### src/rtl/phv_pkt_emitter_if.sv
// Bundled header, payload and output-stream handshakes of the PHV packet emitter.
// The master side drives the emitter's inputs; the slave side is the emitter itself.
interface phv_pkt_emitter_if #(
    parameter int HEAD_WIDTH = 1024,
    parameter int LEN_W      = 8
);
    logic                  i_phv_valid;
    logic [HEAD_WIDTH-1:0] i_phv;
    logic [LEN_W-1:0]      i_phv_len;
    logic                  o_phv_ready;
    logic                  i_pay_valid;
    logic [133:0]          i_pay;
    logic                  o_pay_ready;
    logic                  o_data_valid;
    logic [133:0]          o_data;
    logic                  i_data_ready;

    modport master (
        output i_phv_valid, i_phv, i_phv_len,
        input  o_phv_ready,
        output i_pay_valid, i_pay,
        input  o_pay_ready,
        input  o_data_valid, o_data,
        output i_data_ready
    );

    modport slave (
        input  i_phv_valid, i_phv, i_phv_len,
        output o_phv_ready,
        input  i_pay_valid, i_pay,
        output o_pay_ready,
        output o_data_valid, o_data,
        input  i_data_ready
    );
endinterface

### src/rtl/phv_pkt_emitter.sv
// Merges a deparsed header vector and a 134b payload beat stream into one gap-free
// 134b packet stream: header bytes first, then payload bytes realigned behind them.
module phv_pkt_emitter #(
    parameter int HEAD_WIDTH = 1024,
    parameter int LEN_W      = 8
) (
    input logic              i_clk,
    input logic              i_rst,
    phv_pkt_emitter_if.slave bus
);
    localparam int MAX_B = HEAD_WIDTH / 8;
    localparam int LOW_W = HEAD_WIDTH - 128;

    typedef enum logic [1:0] {S_IDLE, S_HDR, S_PAY, S_FLUSH} state_t;

    // Mask selecting the first k bytes (from the top) of a 16-byte beat; k = 0..16.
    function automatic logic [127:0] f_mask(input logic [4:0] k);
        return {128{1'b1}} << (8 * (16 - int'(k)));
    endfunction

    state_t                r_state;
    state_t                w_nxt_state;
    logic [HEAD_WIDTH-1:0] r_phv;        // top 16 bytes double as the held-byte buffer
    logic [LEN_W-1:0]      r_hrem;
    logic [3:0]            r_res;
    logic [3:0]            r_flush_cnt;
    logic                  r_first;
    logic                  r_data_valid;
    logic [133:0]          r_data;

    logic                  w_load_ok;
    logic [LEN_W-1:0]      w_len;
    logic                  w_phv_acc;
    logic                  w_pay_acc;
    logic                  w_hdr_now;
    logic [127:0]          w_hold;
    logic [4:0]            w_pay_n;
    logic [127:0]          w_pay_m;
    logic [127:0]          w_comb;
    logic [127:0]          w_left;
    logic [4:0]            w_tot;
    logic [1:0]            w_pay_tag;
    logic                  w_pay_tail;
    logic                  w_fits;
    logic [1:0]            w_head_tag;
    logic                  w_emit;
    logic [133:0]          w_beat;

    assign w_load_ok  = !r_data_valid || bus.i_data_ready;
    assign w_len      = (bus.i_phv_len > LEN_W'(MAX_B)) ? LEN_W'(MAX_B) : bus.i_phv_len;
    assign w_phv_acc  = bus.i_phv_valid && bus.o_phv_ready;
    assign w_pay_acc  = bus.i_pay_valid && bus.o_pay_ready;
    // A long header starts emitting in the accept cycle when the output slot is free.
    assign w_hdr_now  = (w_len >= LEN_W'(16)) && w_load_ok;
    assign w_hold     = r_phv[HEAD_WIDTH-1 -: 128];
    assign w_pay_n    = {1'b0, bus.i_pay[131:128]} + 5'd1;
    assign w_pay_m    = bus.i_pay[127:0] & f_mask(w_pay_n);
    assign w_comb     = (w_hold & f_mask({1'b0, r_res})) | (w_pay_m >> (8 * int'(r_res)));
    assign w_left     = w_pay_m << (8 * (16 - int'(r_res)));
    assign w_tot      = {1'b0, r_res} + w_pay_n;
    assign w_pay_tag  = bus.i_pay[133:132];
    assign w_pay_tail = (w_pay_tag == 2'b10) || (w_pay_tag == 2'b11);
    assign w_fits     = (w_tot <= 5'd16);
    assign w_head_tag = r_first ? 2'b01 : 2'b00;

    assign bus.o_data_valid = r_data_valid;
    assign bus.o_data       = r_data;

    // NOTE: sequential state uses non-blocking assignments so every register
    // samples the pre-edge value of its neighbours.
    always_ff @(posedge i_clk) begin
        if (i_rst) r_state <= S_IDLE;
        else       r_state <= w_nxt_state;
    end

    // NOTE: every always_comb output gets a default first, so no path infers a latch.
    always_comb begin
        w_nxt_state = r_state;
        case (r_state)
            S_IDLE: begin
                if (w_phv_acc) begin
                    if (w_hdr_now) w_nxt_state = (w_len < LEN_W'(32)) ? S_PAY : S_HDR;
                    else           w_nxt_state = (w_len >= LEN_W'(16)) ? S_HDR : S_PAY;
                end
            end
            S_HDR:   if (w_load_ok && (r_hrem < LEN_W'(32))) w_nxt_state = S_PAY;
            S_PAY:   if (w_pay_acc && w_pay_tail) w_nxt_state = w_fits ? S_IDLE : S_FLUSH;
            S_FLUSH: if (w_load_ok) w_nxt_state = S_IDLE;
            default: w_nxt_state = S_IDLE;
        endcase
    end

    always_comb begin
        bus.o_phv_ready = !i_rst && (r_state == S_IDLE);
        bus.o_pay_ready = !i_rst && (r_state == S_PAY) && w_load_ok;
        w_emit          = 1'b0;
        w_beat          = '0;
        case (r_state)
            S_IDLE: begin
                if (w_phv_acc && w_hdr_now) begin
                    w_emit = 1'b1;
                    w_beat = {2'b01, 4'hF, bus.i_phv[HEAD_WIDTH-1 -: 128]};
                end
            end
            S_HDR: begin
                if (w_load_ok) begin
                    w_emit = 1'b1;
                    w_beat = {w_head_tag, 4'hF, w_hold};
                end
            end
            S_PAY: begin
                if (w_pay_acc) begin
                    w_emit = 1'b1;
                    if (w_pay_tail && w_fits)
                        w_beat = {(r_first ? 2'b11 : 2'b10), 4'(w_tot - 5'd1), w_comb};
                    else
                        w_beat = {w_head_tag, 4'hF, w_comb};
                end
            end
            S_FLUSH: begin
                if (w_load_ok) begin
                    w_emit = 1'b1;
                    w_beat = {2'b10, r_flush_cnt - 4'd1, w_hold & f_mask({1'b0, r_flush_cnt})};
                end
            end
            default: w_emit = 1'b0;
        endcase
    end

    // NOTE: the header/hold datapath is not reset; every field is rewritten on PHV
    // accept before it is read, so only control and output state need clearing.
    always_ff @(posedge i_clk) begin
        case (r_state)
            S_IDLE: begin
                if (w_phv_acc) begin
                    r_res   <= w_len[3:0];
                    r_first <= !w_hdr_now;
                    if (w_hdr_now) begin
                        r_phv  <= bus.i_phv << 128;
                        r_hrem <= w_len - LEN_W'(16);
                    end else begin
                        r_phv  <= bus.i_phv;
                        r_hrem <= w_len;
                    end
                end
            end
            S_HDR: begin
                if (w_load_ok) begin
                    r_phv   <= r_phv << 128;
                    r_hrem  <= r_hrem - LEN_W'(16);
                    r_first <= 1'b0;
                end
            end
            S_PAY: begin
                if (w_pay_acc) begin
                    r_phv       <= {w_left, {LOW_W{1'b0}}};
                    r_first     <= 1'b0;
                    r_flush_cnt <= 4'(w_tot - 5'd16);
                end
            end
            default: ;
        endcase
    end

    always_ff @(posedge i_clk) begin
        if (i_rst) begin
            r_data_valid <= 1'b0;
            r_data       <= '0;
        end else if (w_load_ok) begin
            r_data_valid <= w_emit;
            if (w_emit) r_data <= w_beat;
        end
    end
endmodule

### src/flat_wrapper.sv
// flat-port wrapper written by rule: the top's interface ports become plain ports
module phv_pkt_emitter_flat 
#(
    parameter int HEAD_WIDTH = 1024,
    parameter int LEN_W      = 8
)
  (i_clk, i_rst, bus_i_phv_valid, bus_i_phv, bus_i_phv_len, bus_o_phv_ready, bus_i_pay_valid, bus_i_pay, bus_o_pay_ready, bus_o_data_valid, bus_o_data, bus_i_data_ready);
  phv_pkt_emitter_if #(.HEAD_WIDTH(HEAD_WIDTH), .LEN_W(LEN_W)) bus_i ();
  input logic i_clk;
  input logic i_rst;
  input wire logic [$bits(bus_i.i_phv_valid)-1:0] bus_i_phv_valid;
  input wire logic [$bits(bus_i.i_phv)-1:0] bus_i_phv;
  input wire logic [$bits(bus_i.i_phv_len)-1:0] bus_i_phv_len;
  output wire logic [$bits(bus_i.o_phv_ready)-1:0] bus_o_phv_ready;
  input wire logic [$bits(bus_i.i_pay_valid)-1:0] bus_i_pay_valid;
  input wire logic [$bits(bus_i.i_pay)-1:0] bus_i_pay;
  output wire logic [$bits(bus_i.o_pay_ready)-1:0] bus_o_pay_ready;
  output wire logic [$bits(bus_i.o_data_valid)-1:0] bus_o_data_valid;
  output wire logic [$bits(bus_i.o_data)-1:0] bus_o_data;
  input wire logic [$bits(bus_i.i_data_ready)-1:0] bus_i_data_ready;
  assign bus_i.i_phv_valid = bus_i_phv_valid;
  assign bus_i.i_phv = bus_i_phv;
  assign bus_i.i_phv_len = bus_i_phv_len;
  assign bus_o_phv_ready = bus_i.o_phv_ready;
  assign bus_i.i_pay_valid = bus_i_pay_valid;
  assign bus_i.i_pay = bus_i_pay;
  assign bus_o_pay_ready = bus_i.o_pay_ready;
  assign bus_o_data_valid = bus_i.o_data_valid;
  assign bus_o_data = bus_i.o_data;
  assign bus_i.i_data_ready = bus_i_data_ready;
  phv_pkt_emitter #(.HEAD_WIDTH(HEAD_WIDTH), .LEN_W(LEN_W)) u_core (.i_clk(i_clk), .i_rst(i_rst), .bus(bus_i));
endmodule
### config.mk
export PLATFORM = sky130hd
export DESIGN_NAME = phv_pkt_emitter_flat
export DESIGN_NICKNAME = d
export VERILOG_FILES = /design/src/rtl/phv_pkt_emitter_if.sv /design/src/rtl/phv_pkt_emitter.sv /design/src/flat_wrapper.sv
export SDC_FILE = /design/constraint.sdc
export NUM_CORES = 2
export LEC_CHECK = 0
export BUFFER_PORTS_ARGS = -buffer_cell sky130_fd_sc_hd__buf_2
export CAP_MARGIN = 20
export CORE_ASPECT_RATIO = 0.6
export CORE_UTILIZATION = 30
export DETAILED_ROUTE_END_ITERATION = 8
export GPL_TIMING_DRIVEN = 0
export HOLD_SLACK_MARGIN = 0.1
export PLACE_DENSITY = 0.54
export REMOVE_ABC_BUFFERS = 1
export SYNTH_ARGS = -nofsm -noshare
export SYNTH_HDL_FRONTEND = slang
export SYNTH_SLANG_ARGS = --single-unit
### constraint.sdc
create_clock -name i_clk -period 201.7 [get_ports i_clk]
set_clock_uncertainty 0.05 [all_clocks]
set_input_delay 30.255 -clock i_clk [delete_from_list [all_inputs] [get_ports i_clk]]
set_output_delay 30.255 -clock i_clk [all_outputs]
set_load 0.005 [all_outputs]
Yosys cells after proc, flatten, opt, wreduce, memory -nomap -nowiden

Index checks and enable logic that the tools add are counted.

Logic and storage cells: 101
Output and inout port bits: 137
Bits of input ports: 1,171
Bits in registers: 1,178

Bitwise operators: 4
Shift-type cells: 5
Add/subtract/negate cells: 10
Reduce and logical (&&, ||, !) cells: 25
Equal/unequal tests: 11
Muxes and demuxes: 33
$lt $le $gt $ge: 5

Operators with widths:

| cell                                                                                | number |
|---|---|
| 1024-bit 2-to-1 mux                                                                 | 4 |
| 1024-bit case mux with 3 select lines                                               | 1 |
| 134-bit case mux with 4 select lines                                                | 1 |
| 128-bit bitwise AND                                                                 | 3 |
| 128-bit by 32-bit << shifter with 128-bit output, first input constant              | 3 |
| 134-bit 2-to-1 mux                                                                  | 2 |
| 133-bit 2-to-1 mux                                                                  | 1 |
| 128-bit bitwise OR                                                                  | 1 |
| 128-bit by 32-bit << shifter with 128-bit output                                    | 1 |
| 128-bit by 7-bit right shift with 128-bit output                                    | 1 |
| 8-bit 2-to-1 mux                                                                    | 4 |
| 8-bit by 6-bit less-than comparator with 1-bit output, second input constant        | 2 |
| 2-bit 2-to-1 mux                                                                    | 8 |
| 8-bit case mux with 2 select lines                                                  | 1 |
| 8-bit by 5-bit subtractor with 8-bit output, second input constant                  | 2 |
| 2-bit by 1-bit != test with 1-bit output, second input constant                     | 6 |
| 4-bit by 1-bit subtractor with 4-bit output, second input constant                  | 3 |
| 5-bit by 4-bit subtractor with 6-bit output, first input constant                   | 2 |
| 1-bit logical AND                                                                   | 10 |
| 2-bit == test, second input constant                                                | 4 |
| 8-bit by 5-bit greater-or-equal comparator with 1-bit output, second input constant | 1 |
| 8-bit > comparator, second input constant                                           | 1 |
| 1-bit 2-to-1 mux                                                                    | 8 |
| 2-bit case mux with 4 select lines                                                  | 1 |
| 15 further kinds                                                                    | 22 |

Longest topological paths before layout

Depth in word-level cells: 9
Depth in mapped cells: 15
Mapped depth without buffers: 10

Worst setup path after synthesis

Ideal clock, no wire load.

Kind: in2reg
From: input i_rst
To: register u_core.r_first, enable pin
Data required time: 197,724 ps
Cell stages on the path: 7
Library setup time: 3,926 ps
Arrival: 105,544 ps
Slack: 92,180 ps
Buffers on the path: 4
Cells stage by stage: clkbuf_1 > nor2b_1 > nand3_1 > clkbuf_1 > clkbuf_1 > buf_1 > a211oi_1

Word-level cells in the longest chain between the ends: 6
Elaborated cells between the ends (all ways): 9
Those cells by class: eq/ne: 2; reduce/logical: 7

RTL lines:

| item                                                      | RTL line                                     | RTL |
|---|---|---|
| start, declared                                           | flat_wrapper.sv:10                           | `input logic i_rst;` |
| 1-bit logical NOT (*)                                     | phv_pkt_emitter.sv:94, phv_pkt_emitter.sv:95 |  |
| 1-bit logical AND (2 in a row)                            | phv_pkt_emitter.sv:95                        | `bus.o_pay_ready = !i_rst && (r_state == S_PAY) && w_load_ok;` |
| 1-bit logical AND                                         | phv_pkt_emitter.sv:52                        | `assign w_pay_acc = bus.i_pay_valid && bus.o_pay_ready;` |
| 2-bit by 1-bit != test with 1-bit output (no source line) | --                                           |  |
| 4-bit AND reduction (no source line) (*)                  | --                                           |  |
| end signal, assigned                                      | phv_pkt_emitter.sv:137                       | `r_first <= !w_hdr_now;` |
| end, declared                                             | phv_pkt_emitter.sv:27                        | `logic r_first;` |

Mark *: on every way between the ends. The rest lies on a longest branch, timed or not.
A chain may end at the register's enable or synchronous reset.

Worst setup path after layout

From: input i_rst
To: output bus_o_pay_ready

Word-level cells in the longest chain between the ends: 3

RTL lines:

| item                           | RTL line              | RTL |
|---|---|---|
| 1-bit logical NOT              | phv_pkt_emitter.sv:95 |  |
| 1-bit logical AND (2 in a row) | phv_pkt_emitter.sv:95 |  |
| end, declared                  | flat_wrapper.sv:17    | `output wire logic [$bits(bus_i.o_pay_ready)-1:0] bus_o_pay_ready;` |

Every way passes these cells.

==> summary.txt <==
Timing
  • Count of final setup violators: 0
  • Top achievable clock speed: 0.0162 GHz
  • Slew Limit Headroom: roughly a tenth
  • RSZ-0062 raised after global routing: no
  • Final-layout setup total negative slack: 0 ps
  • Final Slew Violations: 0
  • Hold slack final: around 400 ps
  • Slew at the pin closest to its max-slew limit: ~1300 ps
  • Hold Vio Cnt, Final: 0
  • Fin crit period: slightly above 60000 ps
  • Period utilisation layout: 30.6%

CTS
  • Resized Gates After CTS: 0
  • Max Buffers Root-to-Sink: 4
  • Root Buffer Master: clkbuf_16
  • Hold bufs inserted after CTS: 0
  • H-tree depth reported by CTS: 4
  • Sinks on the clock net: 1174
  • Clock latency on the worst-skew pair: ~810 ps
  • Number of buffers inserted during clock tree synthesis: approximately 140
  • Clock edge transition at the registers on the reported setup and hold paths: ~70 ps
  • CTS tree: done
  • Setup Buffers After CTS: 0

Critical path
  • Nature of the critical path endpoint: primary output
  • Largest delay contributor family on the critical path: buffers and inverters
  • Crit path largest cell delay: 450 ps
  • Setup crit start kind: input pin
  • Cell with the biggest individual delay on the critical path: buf_4
  • Worst EP arrival: 31350 ps
  • Critical path fanouts, max: 48
  • Req. time, crit path: between 150000 and 200000 ps
  • Critical-path cell list: buf_4 -> buf_16 -> nor3_1 -> buf_2
  • Number of buffer and inverter stages on the critical path: 3
  • Critical path class: in2out

Synth
  • Number of distinct library cell variants in the gate-level netlist after synthesis: 97
  • Multiplexer share of the synthesized area: 13.6%
  • Yosys warning count: 0
  • Yosys reg bits: between 1000 and 1500
  • Post-synthesis share of cell area spent on and, or, nand and nor gates: 11.8%
  • Most area-hungry cell type in the Yosys netlist: edfxtp_1
  • Area of the mapped netlist: 69200 sq um
  • Top_reg_cell synth: edfxtp_1
  • Xor and xnor area share after synthesis: less than 1%
  • EDFF count, synth: 1037
  • Top-area cell type share of the netlist area: 45.0%
  • Share of synthesized area occupied by flip-flops and latches: 48.9%
  • Top cells by area in the synthesized netlist: edfxtp_1 (45%), mux2i_1 (12%), o21ai_0 (7.1%)
  • Number of instances in the synthesized netlist: between 6000 and 7000
  • Post-synthesis area per instance: 10.0 sq um
  • Async SR Flop Fraction: 0%
  • Adder-cell share of the synthesized area: 0.408%
  • Complex-gate fraction of the synthesized area: a little over a fifth
  • Main combinational cell family by area after synthesis: compound AO/OA/AOI/OAI gates

Global route
  • Antenna violations before repair: about 180
  • Via count of the first global-routing pass: about 63000
  • Remaining Overflow, GRT: 0
  • Combined global-route utilization of all metal layers: 31.8%
  • Global-route wire length before repair: around 520000 um
  • Pin count of the biggest net entering global routing: 93

Floorplanning
  • Initial Utilization: 30.2%
  • Std-Cell Core Area: 229000 sq um
  • Standard-cell row count: roughly 140
  • Die ar.: 233000 sq um
  • Die boundary width: a little over 600 um
  • Top-Level Pins: about 1300
  • Chip Height: 374 um

Detailed routing
  • Ratio of routed vias to standard cells: roughly 6.0
  • Routed Antenna Nets: 0
  • Final routed wirelength across all metal layers: 388000 um
  • Detailed-router iteration count before antenna repair: 9
  • Residual DRC count: 3
  • Average routed wire per standard cell: between 30 and 40 um
  • DR vias: between 60000 and 70000
  • Detailed router's first-iteration violation count: just over 9000

Layout
  • Area growth from synthesis to layout: 26.8%
  • Layout Utilization: between 30% and 40%
  • Share of cells above drive strength 1: a little under a quarter
  • Number of nets in the final layout: roughly 9200
  • Most frequent standard cell in the layout excluding fill and tap cells: buf_2
  • Commonest non-fill, non-tap cells in the layout: buf_2 (1306), nand2_1 (1253), edfxtp_1 (1037)
  • Final-layout fill cell count: about 23000
  • Post-layout instance area: between 80000 and 90000 sq um

Placed design
  • Area post-placement: between 80000 and 90000 sq um
  • Routability cong.: ~1.0
  • Estimated wirelength of the detail-placed design: around 290000 um
  • Port Buf Inserts: approximately 1300

Power and ir drop
  • PwrDens: roughly 15 nW/um^2
  • Highest ir drop seen on vdd: about 0.000012 V
  • Leakage power total: between 30 and 40 nW
  • Total Power Consumption: 0.00130 W

Outcome
  • Violations in the final reports: design-rule violations
  • Result of the run: finished with violations

Flow run
  • Count of max-cap constraint violations: 0

Min path
  • Worst min-delay path class: reg2reg
==> cell families after synthesis <==
kind of cell,Yosys count
compound gates,2296
buf+inv,645
fa+ha+maj,22
xor+xnor,17
flops,1174
mux,899
simple gates,1874
==> per-layer routing <==
| layer | GRT usage (%) | share of wire (%) | up-vias |
|---|---|---|---|
| li1 | - | - | 28800 |
| met1 | 41.4 | 40 | 33300 |
| met2 | 47.1 | 43 | 4266 |
| met3 | 10.2 | 11 | 1003 |
| met4 | 16.8 | 5.8 | 54 |
| met5 | 0 | 0.086 | - |
==> cells in the mapped netlist, types with 19 or more instances <==
cell type,count
o221ai_1,62
o211a_1,27
a21o_1,27
inv_1,46
nand2b_1,21
nor3_1,67
ha_1,21
a22o_1,46
and3_1,34
nor2b_1,20
a2111oi_0,20
buf_2,47
a22oi_1,82
and2_1,168
nand4_1,20
a21boi_0,20
edfxtp_1,1037
nand2_1,1265
a222oi_1,19
clkbuf_1,442
a31oi_1,63
a221oi_1,141
a221o_1,60
mux2i_1,848
a21oi_1,348
buf_1,99
o211ai_1,77
o2bb2ai_1,24
a211oi_1,55
o21a_1,25
nor2_1,157
nor4_1,19
nand3_1,43
o21ai_0,977
dfxtp_1,137
mux4_2,34
a32oi_1,26
==> metrics by stage <==
step	cells	worst slack, ps
5_1_grt	11300	139970
4_1_cts	11200	140020
6_report	11300	140040
3_5_place_dp	10900	140020
3_3_place_gp	10700	42310
2_1_floorplan	6331	92300
==> tightest hold or removal path, stage by stage, from the launching register on <==
cell	delay, ps
dfxtp_1	330
nand2_1	50
o31ai_1	50
==> report_power, final <==
group	switching (W)	total, W	internal, W
logic	0.000362	0.000541	0.000179
clock network	0.000114	0.000260	0.000145
registers	0.0000425	0.000496	0.000454
==> path summary, 6_finish.rpt <==
kind / startpoint / endpoint / slack [ps] / cells past startpoint
max reg2reg: u_core.r_res[1] / u_core.r_phv[974] / 195010 / 15
min: u_core.bus.o_data[79] / u_core.bus.o_data[79] / 410 / 2
max: i_rst / bus_o_pay_ready / 140040 / 4
min reg2reg: u_core.bus.o_data[79] / u_core.bus.o_data[79] / 410 / 2
==> state kept, by name, indices dropped and copies added, names as in the netlist <==
name and cells:
u_core.r_phv 1024, u_core.r_flush_cnt 4, u_core.r_hrem 4, u_core.bus.o_data_valid 1
u_core.r_state 2, u_core.bus.o_data 134, u_core.r_res 4, u_core.r_first 1
==> area by class of cell <==
cell class | count | area [sq um] | area share [%]
well taps | 3036 | 3800 | 4.33
flip-flops and latches | 1174 | 33900 | 38.6
inverters | 49 | 198 | 0.225
repair buffers | 1575 | 12000 | 13.6
diodes | 109 | 273 | 0.311
clock inverters | 63 | 579 | 0.660
clock buffers | 177 | 3800 | 4.33
multi-input cells | 5108 | 33300 | 37.9
(Power assumes the default switching activity.)
